[config.mk]
export PLATFORM = sky130hd
export DESIGN_NAME = int_ctrl
export DESIGN_NICKNAME = d
export VERILOG_FILES = /design/src/rtl/int_ctrl_pkg.sv /design/src/rtl/int_prio_enc.sv /design/src/rtl/int_ctrl.sv
export SDC_FILE = /design/constraint.sdc
export NUM_CORES = 1
export LEC_CHECK = 0
export CAP_MARGIN = 20
export CORE_ASPECT_RATIO = 0.5
export CORE_MARGIN = 4
export CORE_UTILIZATION = 45
export DETAILED_ROUTE_END_ITERATION = 8
export HOLD_SLACK_MARGIN = 0.1
export PLACE_DENSITY = 0.84
export SYNTH_ARGS = -nofsm -noshare
export SYNTH_HDL_FRONTEND = slang
export SYNTH_SLANG_ARGS = --single-unit
[constraint.sdc]
create_clock -name clk -period 1.8 [get_ports clk]
set_input_delay 0.18 -clock clk [delete_from_list [all_inputs] [get_ports clk]]
set_output_delay 0.18 -clock clk [all_outputs]
set_load 0.01 [all_outputs]
[src/rtl/int_ctrl_pkg.sv]
// Shared types and constants for the int_ctrl interrupt controller.
// Holds the FSM state encoding, vector width and default vector base.
package int_ctrl_pkg;

    typedef enum logic [1:0] {
        IDLE = 2'd0,
        REQ  = 2'd1,
        GAP  = 2'd2
    } state_e;

    localparam int VEC_W = 20;
    localparam logic [VEC_W-1:0] VEC_BASE_DEF = 20'h00100;

    // A single source still needs a one-bit index.
    function automatic int idx_width(input int n);
        return (n > 1) ? $clog2(n) : 1;
    endfunction

endpackage

[src/rtl/int_prio_enc.sv]
// Lowest-index-first priority encoder: sel is the lowest set bit of req,
// have flags that at least one bit is set.
module int_prio_enc
    import int_ctrl_pkg::*;
#(
    parameter int N_SRC = 8,
    parameter int IDX_W = idx_width(N_SRC)
) (
    input  logic [N_SRC-1:0] req,
    output logic [IDX_W-1:0] sel,
    output logic             have
);

    // Scanning from the top down lets the lowest set index overwrite the rest.
    always_comb begin
        sel  = '0;
        have = 1'b0;
        for (int i = N_SRC - 1; i >= 0; i--) begin
            if (req[i]) begin
                sel  = IDX_W'(i);
                have = 1'b1;
            end
        end
    end

endmodule

[src/rtl/int_ctrl.sv]
// Interrupt controller: synchronises and edge-detects src, latches pending bits,
// and presents the highest-priority enabled source to the CPU as a held request.
// Optional build macro INT_CTRL_LEVEL_EN adds per-source level-sensitive mode.
//
//   state | meaning
//   ------+------------------------------------------------------------
//   IDLE  | no request; captures the selected source when one is ready
//   REQ   | int_in held with a fixed int_num until int_ack
//   GAP   | one cycle of int_in=0 so the CPU sees a clean deassertion
module int_ctrl
    import int_ctrl_pkg::*;
#(
    parameter int               N_SRC    = 8,
    parameter logic [VEC_W-1:0] VEC_BASE = VEC_BASE_DEF,
    parameter int               IDX_W    = idx_width(N_SRC)
) (
    input  logic             clk,
    input  logic             clr_n,
    input  logic [N_SRC-1:0] src,
    input  logic             en_we,
    input  logic [N_SRC-1:0] en_wdata,
    output logic [N_SRC-1:0] en_q,
    output logic [N_SRC-1:0] pend_q,
    output logic             int_in,
    output logic [VEC_W-1:0] int_num,
`ifdef INT_CTRL_LEVEL_EN
    input  logic [N_SRC-1:0] src_level,
`endif
    input  logic             int_ack
);

    logic [N_SRC-1:0] sync1_q, sync1_d;
    logic [N_SRC-1:0] sync2_q, sync2_d;
    logic [N_SRC-1:0] prev_q, prev_d;
    logic [N_SRC-1:0] pend_d;
    logic [N_SRC-1:0] en_d;
    logic [N_SRC-1:0] rise;
    logic [N_SRC-1:0] clr_bit;
    logic [N_SRC-1:0] pend_edge;
    logic [N_SRC-1:0] cand;

    state_e           state_q, state_d;
    logic             int_in_q, int_in_d;
    logic [VEC_W-1:0] int_num_q, int_num_d;
    logic [IDX_W-1:0] idx_q, idx_d;
    logic             ack_hit;

    logic [IDX_W-1:0] sel;
    logic             have;

    assign cand = pend_q & en_q;

    int_prio_enc #(
        .N_SRC (N_SRC),
        .IDX_W (IDX_W)
    ) u_prio_enc (
        .req  (cand),
        .sel  (sel),
        .have (have)
    );

    always_comb begin
        state_d   = state_q;
        int_in_d  = int_in_q;
        int_num_d = int_num_q;
        idx_d     = idx_q;
        ack_hit   = 1'b0;
        case (state_q)
            IDLE: begin
                if (have) begin
                    idx_d     = sel;
                    int_num_d = VEC_BASE + VEC_W'(sel);
                    int_in_d  = 1'b1;
                    state_d   = REQ;
                end
            end
            // No preemption and no withdrawal on enable change: only ack ends REQ.
            REQ: begin
                if (int_ack) begin
                    int_in_d = 1'b0;
                    ack_hit  = 1'b1;
                    state_d  = GAP;
                end
            end
            GAP: begin
                state_d = IDLE;
            end
            default: begin
                int_in_d = 1'b0;
                state_d  = IDLE;
            end
        endcase
    end

    always_comb begin
        sync1_d = src;
        sync2_d = sync1_q;
        prev_d  = sync2_q;
        rise    = sync2_q & ~prev_q;
        for (int i = 0; i < N_SRC; i++) begin
            clr_bit[i] = ack_hit && (idx_q == IDX_W'(i));
        end
        // A new edge in the ack cycle must survive the clear.
        pend_edge = rise | (pend_q & ~clr_bit);
`ifdef INT_CTRL_LEVEL_EN
        pend_d = (src_level & sync2_q) | (~src_level & pend_edge);
`else
        pend_d = pend_edge;
`endif
        en_d = en_we ? en_wdata : en_q;
    end

    always_ff @(posedge clk or negedge clr_n) begin
        if (!clr_n) begin
            sync1_q   <= '0;
            sync2_q   <= '0;
            prev_q    <= '0;
            pend_q    <= '0;
            en_q      <= '0;
            state_q   <= IDLE;
            int_in_q  <= 1'b0;
            int_num_q <= '0;
            idx_q     <= '0;
        end else begin
            sync1_q   <= sync1_d;
            sync2_q   <= sync2_d;
            prev_q    <= prev_d;
            pend_q    <= pend_d;
            en_q      <= en_d;
            state_q   <= state_d;
            int_in_q  <= int_in_d;
            int_num_q <= int_num_d;
            idx_q     <= idx_d;
        end
    end

    assign int_in  = int_in_q;
    assign int_num = int_num_q;

endmodule

Word level (Yosys, flattened, before mapping)
Index checks and enable logic that the tools add are counted.
{"block": "word_totals", "reg_bits": 66, "inputBits": 20}
{"block": "op_classes", "n_addsub": 1, "eq_ne": 11, "mux": 24, "n_bitwise": 7, "reduce_logical": 13}
{"cell": "8-bit AND", "count": 3}
{"cell": "3-bit 2-to-1 mux", "count": 8}
{"cell": "8-bit inverter", "count": 2}
{"cell": "3-bit == test (second input constant)", "count": 4}
{"cell": "1-bit 2-to-1 mux", "count": 12}
{"cell": "9-bit by 3-bit adder with 10-bit output (first input constant)", "count": 1}
{"cell": "1-bit logical AND", "count": 8}
{"cell": "8-bit OR", "count": 1}
{"cell": "3-bit by 2-bit == test with 1-bit output (second input constant)", "count": 2}
{"cell": "2-bit 2-to-1 mux", "count": 2}
{"cell": "2-bit != test (second input constant)", "count": 2}
{"cell": "2-bit case mux with 2 select lines", "count": 1}
{"cell": "2-bit AND reduction", "count": 2}
{"cell": "3-bit by 1-bit == test with 1-bit output (second input constant)", "count": 1}
{"cell": "3-bit zero test", "count": 1}
{"cell": "1-bit case mux with 3 select lines", "count": 1}
{"cell": "3-bit AND reduction", "count": 1}
{"cell": "2-bit by 1-bit == test with 1-bit output (second input constant)", "count": 1}
{"cell": "2-bit == test (second input constant)", "count": 1}
{"cell": "2-bit zero test", "count": 1}
{"cell": "1-bit inverter", "count": 1}

Depth between registers and ports, before layout
Gate-level depths: netlist (run 1).
{"block": "depth", "depth_word": 11, "ltp_mapped": 4, "ltp_nobuf": 4}

Modules after synthesis
Synthesis (run 1) repeated with hierarchy kept, for this count alone.
{"block": "unflattened", "cells_unflattened": 137, "hier_area_um2": 1785.5}
{"mod": "int_ctrl", "instances": 1, "cells_per_inst": 124, "area_each_um2": 1705.4}
{"mod": "int_prio_enc", "instances": 1, "cells_per_inst": 13, "area_each_um2": 80.1}

Least setup slack after synthesis (run 1)
Ideal clock, no wire load.
{"block": "synth_timing", "path_type": "register to register", "startpoint": "reg en_q[3]", "endpoint": "reg int_num_q[8], in the netlist int_num[8]", "setup_ps": 124, "arrival_time_ps": 1186, "required_ps": 1676, "path_slack_ps": 489, "path_stages_with_launch": 5, "path_cell_list": "dfrtp_1 -> a22oi_4 -> nand4_2 -> o21a_1 -> or2_1"}
{"block": "synth_via", "elab_chain_len": 6}
{"item": "from (decl)", "line": "int_ctrl.sv:22", "text": "output logic [N_SRC-1:0] en_q,"}
{"item": "from (signal assigned)", "line": "int_ctrl.sv:129", "text": "en_q <= en_d;"}
{"item": "8-bit AND *", "line": "int_ctrl.sv:51", "text": "assign cand = pend_q & en_q;"}
{"item": "3-bit 2-to-1 mux / 1-bit 2-to-1 mux (equally long branches) (4 in a row)", "line": "int_prio_enc.sv:19", "text": "if (req[i]) begin"}
{"item": "9-bit by 3-bit adder with 10-bit output / 2-bit AND reduction (equally long branches)"}
{"item": "to (signal assigned)", "line": "int_ctrl.sv:132", "text": "int_num_q <= int_num_d;"}
{"item": "to (decl)", "line": "int_ctrl.sv:44", "text": "logic [VEC_W-1:0] int_num_q, int_num_d;"}
Every way passes the cells marked *; elsewhere a longest branch is shown, timed or not.
A chain may end at the register's enable or synchronous reset.

==> results of run 1 <==
## cell usage after synthesis, drive strengths merged (2+ instances only)
| master | number | area, um^2 |
|---|---|---|
| a21o | 2 | 17.5 |
| a21oi | 4 | 20.0 |
| a22oi | 3 | 41.3 |
| buf | 16 | 120 |
| dfrtp | 47 | 1180 |
| inv | 11 | 41.3 |
| mux2 | 8 | 90.1 |
| nand2 | 9 | 33.8 |
| nand2b | 2 | 12.5 |
| nor2 | 2 | 7.51 |
| o21ai | 16 | 80.1 |
| o31ai | 2 | 15.0 |
## layer usage
layer | wire length [um] | global-route usage, % | vias to the layer above | part of all wire (%)
met5 | 0 | 0 | - | 0
met4 | 29 | 8.02 | 0 | 0.90
met3 | 318 | 4.91 | 4 | 9.9
met2 | 1570 | 24.0 | 53 | 49
met1 | 1300 | 17.2 | 550 | 40
li1 | - | - | 521 | -
## power by group through the flow
| stage | sequential, uW | combinational (uW) | clock [uW] |
|---|---|---|---|
| after global routing | 1430 | 795 | 736 |
| after detailed placement | 1410 | 725 | 0 |
| after floorplan | 1420 | 335 | 0 |
| final | 1400 | 726 | 666 |
| after CTS | 1400 | 731 | 682 |
| after global placement | 1410 | 696 | 0 |
## cells by family after synthesis
group                  after synthesis  synth area share, %
flip-flops                          47                 67.3
AND/OR/NAND/NOR                     18                 5.30
multiplexers                         8                 5.15
buffers and inverters               28                 9.45
AO/OA/AOI/OAI                       33                 12.6
other                                1                0.215
## final cells by class
class                   instances  area (um^2)
fillers                       281         1330
well taps                      51         63.8
inverters                      11         41.3
clock buffers                   5         68.8
flip-flops and latches         47         1180
multi-input cells              75          463
repair buffers                 42          413
clock inverters                 3         27.5
## final timing paths
kind | start | end | slack, ns | cells past startpoint
max | idx_q[1]$_DFFE_PN0P_ | int_num[1] | 0.22 | 1
min | src[3] | sync1_q[3]$_DFF_PN0_ | 0.30 | 1
max reg2reg | en_q[3]$_DFFE_PN0P_ | int_num[8]$_DFFE_PN0P_ | 0.38 | 4
min reg2reg | sync1_q[2]$_DFF_PN0_ | prev_d[2]$_DFF_PN0_ | 0.35 | 0
max in group asynchronous | clr_n | en_q[3]$_DFFE_PN0P_ | 0.94 | 3
min in group asynchronous | clr_n | sync1_q[2]$_DFF_PN0_ | 0.48 | 3
## state kept, by name, indices dropped and copies added, names as in the netlist, 2 cells and up
name and count:
en_q 8, idx_q 2, int_num 2, pend_q 8, prev_d 8, prev_q 8, state_q 2, sync1_q 8
## timing repair
item / 4_1_cts / 5_1_grt
endpoints found under the hold margin: 47 / 0
resized for setup: 0 / 0
hold buffers: 1 / 0
## metrics by stage
step	instance area, um^2	hold slack, ns	setup slack [ns]	std cells	power [uW]
detailed placement	2150	0.294	0.337	225	2140
global placement	2150	0.289	0.401	225	2100
finish	2250	0.304	0.222	234	2790
floorplan	1800	-0.116	0.489	150	1760
global route	2250	0.279	0.184	234	2960
CTS	2250	0.297	0.224	234	2810
==> reports/metrics.yaml, run 1 <==
hold_class: "in2reg"
core_area_um2: 3580
root_buffer: "clkbuf_8"
ys_types: 27
viasPerCell: 4.82
crit_slowest_cell: "clkdlybuf4s50_1"
first_global_vias: 1143
critPathKind: "reg2out"
max_freq_mhz: 634
crit_chain: "clkdlybuf4s50_1"
synth_top_flop_cell: "dfrtp_1"
clkSinkCount: 47
vias: 1128
dr.pass1.iters: 4
nNetsFinal: 202
ir_drop_uv: 412
p_seq_share_pct: 50.1
wl_per_cell_um: 13.7
path_clk_slew_ns: 0.09
syn_avg_cell_area_um2: 12.9
final_common_cell: "dfrtp_1"
io_pins: 57
synthArstFlopShare_pct: 100
critPathTopFamily: "buffers and inverters"
htree_num_levels: 2
synthCells: 135
fin_crit_ns: 1.58
power.clock.fraction_pct: 23.8
cpPeakStageDelay_ns: 0.59
cts_buffer_depth: 2
routabilityCongestion: 0.815
slew_violations: 0
rsz0062_at_grt: "false"
skew_ns: 0.00628
hold_viol: 0
grtUsageTotal_pct: 14.7
syn_area_um2: 1750
critPathLaunchType: "flop"
numCtsBuffers: 5
worst_slew_pin_slew_ns: 0.555
grt_max_degree: 48
ys_warn_count: 0
fin_setup_tns_ns: 0
drive_gt1_share_pct: 13.1
seq_area_frac_synth_pct: 67.3
n_antenna_cell: 0
intPower_uw: 1890
period_share_pct: 87.7
status: "complete, no violations"
p_leak_uw: 0.000988
maxCapViolCount: 0
start_util_pct: 48.8
drt-total-wl_um: 3210
final_cell_mix: "dfrtp_1 (47), clkdlybuf4s50_1 (39), o21ai_0 (16), conb_1 (16), inv_1 (11)"
die_w_um: 96.1
combinationalPowerShare_pct: 26.0
die_area_um2: 5010
maxSlewHeadroom_pct: 63.0
post_cts_buffers: 0
critPathCaptureType: "output port"
cp_max_fo: 7
drt_iter0_drc: 42
clkLatencyLatePin_ns: 0.30
setup_viol: 0
grt_pass1_wl_um: 5320
antenna_found_initial: 0
p_switching_uw: 899
drc: 0
critPathRequiredTime_ns: 1.62
placementRows: 15
path_buf_inv: 1
grt_overflow: 0
crit_arrival_ns: 1.40
die_h_um: 52.1
antenna_left: 0
area_delta_synth_final_pct: 28.9
ys_ff_latch: 47
cts_tree: "built"
io_buffer_count: 40
utilization_pct: 62.9
power_density_nw_per_um2: 1240
swShare_pct: 32.2
place_hpwl_um: 2370
synth_edf_count: 0
Note: power is estimated with default switching activity, not from simulation.
==> inputs of run 2 (changes only) <==
CORE_UTILIZATION = 50   (was 45)
DONT_BUFFER_PORTS = 1   (was unset)
PLACE_DENSITY = 0.71   (was 0.84)
REMOVE_ABC_BUFFERS = 1   (was unset)
==> run 2 against run 1 <==
Worst setup slack improved by 0.14 ns. Sequential share of layout area rose by 3.6 points. Global-route usage is 1.2 points lower. Power fell by 9.4%. Maximum frequency grew 9.7%. Final area shrank 6.5%. Sequential power rose by 5%. Critical endpoint is now en_q[3]$_DFFE_PN0P_. Largest power group unchanged.
==> reports/metrics.yaml, run 2 (synthesis results as in run 1) <==
fin_setup_tns_ns: 0  # unchanged
clkLatencyLatePin_ns: 0.29  # about the same
period_share_pct: 79.9  # -7.7 points
rrSetupSlack_ns: 0.36  # -0.02 ns
grtUsageTotal_pct: 13.5  # -1.2 points
ir_drop_uv: 453  # +10%
place_hpwl_um: 1950  # -17%
hold_viol: 0  # unchanged
power_density_nw_per_um2: 1200  # -3.1%
dr.pass1.iters: 4  # unchanged
max_freq_mhz: 695  # +9.7%
status: "complete, no violations"
vias: 991  # -12%
viasPerCell: 4.61  # -4.4%
root_buffer: "clkbuf_8"
fin_crit_ns: 1.44  # -0.139 ns
wl_per_cell_um: 13.8  # +0.41%
pre_cts_slack_ns: 0.392  # +0.0554 ns
antenna_left: 0  # unchanged
cts_tree: "built"
drive_gt1_share_pct: 13.2  # +0.059 points
hold_ws_ns: 0.117  # -0.186 ns
r2r-start: "en_q[3]$_DFFE_PN0P_"
cp_max_fo: 4  # -3
grt_overflow: 0  # unchanged
io_buffer_count: 0  # -100%
die_h_um: 49.8  # -4.3%
skew_ns: 0.00416  # -0.00212 ns
holdPathStages: 2  # +1
clkSinkCount: 47  # unchanged
critPathLaunchType: "flop"
crit_arrival_ns: 1.62  # +0.22 ns
setup_viol: 0  # unchanged
antenna_found_initial: 0  # unchanged
holdPathEnd: "state_q[0]$_DFFE_PN0P_"
start_util_pct: 55.1  # +6.4 points
drt_iter0_drc: 49  # +17%
cts_resized: 0  # unchanged
placedCellCount: 181  # -20%
rsz0062_at_grt: "false"
die_w_um: 91.6  # -4.7%
crit-reg2reg-capture: "en_q[3]$_DFFE_PN0P_"
core_area_um2: 3170  # -12%
cts_buffer_depth: 2  # unchanged
grt_pass1_wl_um: 4650  # -13%
routabilityCongestion: 0.756  # -7.3%
critPathRequiredTime_ns: 1.98  # +0.36 ns
drt-total-wl_um: 2970  # -7.7%
reg2reg_depth: 2  # -2
placementRows: 14  # -1
slew_violations: 0  # unchanged
io_pins: 57  # unchanged
drc: 0  # unchanged
final_cell_mix: "dfrtp_1 (47), dlygate4sd3_1 (25), o21ai_0 (16), conb_1 (16), inv_1 (11)"
final_common_cell: "dfrtp_1"
maxCapViolCount: 0  # unchanged
p_leak_uw: 0.000931  # -5.8%
hold_class: "in2reg"
area_delta_synth_final_pct: 20.5
critPathKind: "reg2reg"
worst_slack_ns: 0.361  # +0.139 ns
critPathCaptureType: "flop"
first_global_vias: 928  # -19%
numCtsBuffers: 5  # unchanged
grt_max_degree: 48  # unchanged
n_antenna_cell: 0  # unchanged
path_clk_slew_ns: 0.08  # about the same
worstHoldStart: "int_ack"
final_cells: 215  # -8.1%
htree_num_levels: 2  # unchanged
nNetsFinal: 186  # -7.9%
die_area_um2: 4560  # -8.8%
run 2: routing by layer:
| metal | GRT usage, % | routed length [um] | vias up |
|---|---|---|---|
| li1 | - | - | 485 |
| met1 | 18.0 | 1360 | 459 |
| met2 | 20.3 | 1310 | 45 |
| met3 | 5.17 | 268 | 2 |
| met4 | 4.50 | 24 | 0 |
| met5 | 0 | 0 | - |
run 2: repair_timing:
action	4_1_cts	5_1_grt
endpoints found under the hold margin	63	0
hold buffers	26	0
setup buffers	0	0
run 2: cell type report:
class | instances | area (um^2)
sequential | 47 | 1180
fill | 229 | 1060
multi-input combinational | 75 | 463
timing repair buffer | 26 | 278
clock buffer | 6 | 72.6
tap | 48 | 60.1
inverter | 11 | 41.3
clock inverter | 2 | 16.3
run 2: worst max path at each step:
| stage | start | endpoint | slack [ns] | depth (start not counted) |
|---|---|---|---|---|
| floorplan | en_q[3]$_DFFE_PN0P_ | int_num[8]$_DFFE_PN0P_ | 0.49 | 4 |
| global placement | en_q[3]$_DFFE_PN0P_ | int_num[8]$_DFFE_PN0P_ | 0.44 | 4 |
| detailed placement | en_q[3]$_DFFE_PN0P_ | int_num[8]$_DFFE_PN0P_ | 0.39 | 4 |
| CTS | en_q[3]$_DFFE_PN0P_ | en_q[3]$_DFFE_PN0P_ | 0.38 | 2 |
| global route | en_q[3]$_DFFE_PN0P_ | int_num[8]$_DFFE_PN0P_ | 0.30 | 4 |
| finish | en_q[3]$_DFFE_PN0P_ | en_q[3]$_DFFE_PN0P_ | 0.36 | 2 |
run 2: critical path, cell delays in order, from the launching register on:
cell	delay, ns
dfrtp_1	0.48
mux2_2	0.30
dlygate4sd3_1	0.55
run 2: report_power, final:
part / internal [uW] / switching, uW
logic: 222 / 224
registers: 1210 / 252
clock network: 279 / 339
run 2: stage by stage:
stage	util, %	area, um^2	power (uW)
5_1_grt	66.5	2110	2690
3_5_place_dp	54.9	1740	1840
2_1_floorplan	-	1680	1730
6_report	66.5	2110	2530
4_1_cts	66.5	2110	2550
3_3_place_gp	54.9	1740	1840
==> inputs of run 3 (changes only) <==
clock period = 1.35 ns   (was 1.8 ns; I/O delays follow)
==> run 3 against run 2 <==
Clock power is 36% higher. Critical path depth up 2. Final area rose by 4.0%. Highest routed layer unchanged.
==> reports/metrics.yaml, run 3 (synthesis results as in run 1) <==
critPathCaptureType: "flop"
cpPeakStageDelay_ns: 0.39  # -0.16 ns
period_share_pct: 97.3  # +17 points
routabilityCongestion: 0.858  # +14%
worstHoldStart: "int_ack"
antenna_found_initial: 0  # unchanged
max_freq_mhz: 761  # +9.5%
die_area_um2: 4560  # unchanged
fin_crit_ns: 1.31  # -0.125 ns
path_clk_slew_ns: 0.09  # about the same
antenna_left: 0  # unchanged
utilization_pct: 69.1  # +2.7 points
place_hpwl_um: 2320  # +19%
crit_slowest_cell: "dfrtp_1"
n_antenna_cell: 0  # unchanged
io_pins: 57  # unchanged
grt_pass1_wl_um: 5500  # +18%
reg2reg_depth: 4  # +2
final_common_cell: "dfrtp_1"
critPathLaunchType: "flop"
htree_num_levels: 2  # unchanged
nNetsFinal: 197  # +5.9%
cp_max_fo: 4  # unchanged
holdPathStages: 2  # unchanged
crit_chain: "a22oi_2, nand4_4, o21a_4, or2_1"
die_h_um: 49.8  # unchanged
setup_viol: 0  # unchanged
clkSinkCount: 47  # unchanged
drt-total-wl_um: 3220  # +8.5%
holdPathEnd: "int_in$_DFFE_PN0P_"
cts_tree: "built"
rrSetupSlack_ns: 0.04  # -0.32 ns
hold_viol: 0  # unchanged
die_w_um: 91.6  # unchanged
drive_gt1_share_pct: 23.0  # +9.9 points
hold_class: "in2reg"
p_leak_uw: 0.000984  # +5.6%
slew_violations: 0  # unchanged
io_buffer_count: 0  # unchanged
placementRows: 14  # unchanged
viasPerCell: 4.87  # +5.7%
area_delta_synth_final_pct: 25.4
rsz0062_at_grt: "true"
final_cell_mix: "dfrtp_1 (47), dlygate4sd3_1 (19), buf_4 (17)"
status: "complete, no violations"
wl_per_cell_um: 14.2  # +3.2%
hold_ws_ns: 0.115  # -0.00221 ns
grt_overflow: 0  # unchanged
crit-reg2reg-capture: "int_num[8]$_DFFE_PN0P_"
root_buffer: "clkbuf_8"
cts_buffer_depth: 2  # unchanged
maxCapViolCount: 0  # unchanged
r2r-start: "en_q[5]$_DFFE_PN0P_"
vias: 1101  # +11%
numCtsBuffers: 5  # unchanged
drt_iter0_drc: 72  # +47%
crit_arrival_ns: 1.50  # -0.12 ns
critPathKind: "reg2reg"
skew_ns: 0.00640  # +0.00225 ns
clkLatencyLatePin_ns: 0.29  # about the same
core_area_um2: 3170  # unchanged
power_density_nw_per_um2: 1640  # +36%
critPathRequiredTime_ns: 1.54  # -0.44 ns
start_util_pct: 55.1  # unchanged
dr.pass1.iters: 4  # unchanged
first_global_vias: 1110  # +20%
grtUsageTotal_pct: 15.8  # +2.3 points
ir_drop_uv: 621  # +37%
fin_setup_tns_ns: 0  # unchanged
drc: 0  # unchanged
grt_max_degree: 48  # unchanged
## run 3: changes by cell type in the layout (fill, tap and decap cells not counted), sizes merged
| cell | delta |
|---|---|
| dlygate4sd3 | -6 |
| buf | +17 |
## run 3: layer usage
| layer | wire, um | up-vias | part of all wire (%) | GRT usage (%) |
|---|---|---|---|---|
| li1 | - | 506 | - | - |
| met1 | 1480 | 531 | 46 | 22.3 |
| met2 | 1380 | 60 | 43 | 22.7 |
| met3 | 330 | 4 | 10 | 5.32 |
| met4 | 29 | 0 | 0.90 | 5.50 |
| met5 | 0 | - | 0 | 0 |
## run 3: worst max-delay path by stage
| stage | startpoint | to | slack (ns) | depth (start not counted) |
|---|---|---|---|---|
| 2_1_floorplan | en_q[3]$_DFFE_PN0P_ | int_num[8]$_DFFE_PN0P_ | 0.04 | 4 |
| 3_3_place_gp | en_q[3]$_DFFE_PN0P_ | int_num[8]$_DFFE_PN0P_ | 0.07 | 4 |
| 3_5_place_dp | en_q[3]$_DFFE_PN0P_ | int_num[8]$_DFFE_PN0P_ | 0.04 | 4 |
| 4_1_cts | en_q[3]$_DFFE_PN0P_ | int_num[8]$_DFFE_PN0P_ | 0.03 | 4 |
| 5_1_grt | pend_q[6]$_DFF_PN0_ | idx_q[0]$_DFFE_PN0P_ | -0.03 | 4 |
| 6_report | en_q[5]$_DFFE_PN0P_ | int_num[8]$_DFFE_PN0P_ | 0.04 | 4 |
## run 3: worst max-delay path: cells and delay by family (launching register included)
family,cells,cell delay (ns)
flip-flops,1,0.39
AO/OA/AOI/OAI,2,0.49
AND/OR/NAND/NOR,2,0.34
## run 3: per-stage QoR
step	setup WS, ns	instance area [um^2]	instances	total power [uW]
3_5_place_dp	0.0378	1860	197	2640
6_report	0.0362	2190	226	3590
3_3_place_gp	0.0700	1860	197	2620
5_1_grt	-0.0262	2190	226	3830
4_1_cts	0.0260	2170	225	3580
2_1_floorplan	0.0394	1680	133	2300
## run 3: repair_timing
item,in CTS,in global routing
endpoints found under the setup margin,0,4
hold buffers,20,0
resized for setup,0,4
hold endpoints to repair,65,0
setup buffers,0,1
## run 3: area by class of cell
type	count	area, um^2
Sequential cell	47	1180
Timing Repair Buffer	37	345
Tap cell	48	60.1
Clock buffer	6	72.6
Fill cell	229	978
Clock inverter	2	16.3
Inverter	11	41.3
Multi-Input combinational cell	75	480
## run 3: report_power, final
part	switching (uW)	internal [uW]	total, uW
clock network	468	372	840
logic	463	423	886
registers	243	1620	1860
total	1170	2410	3590
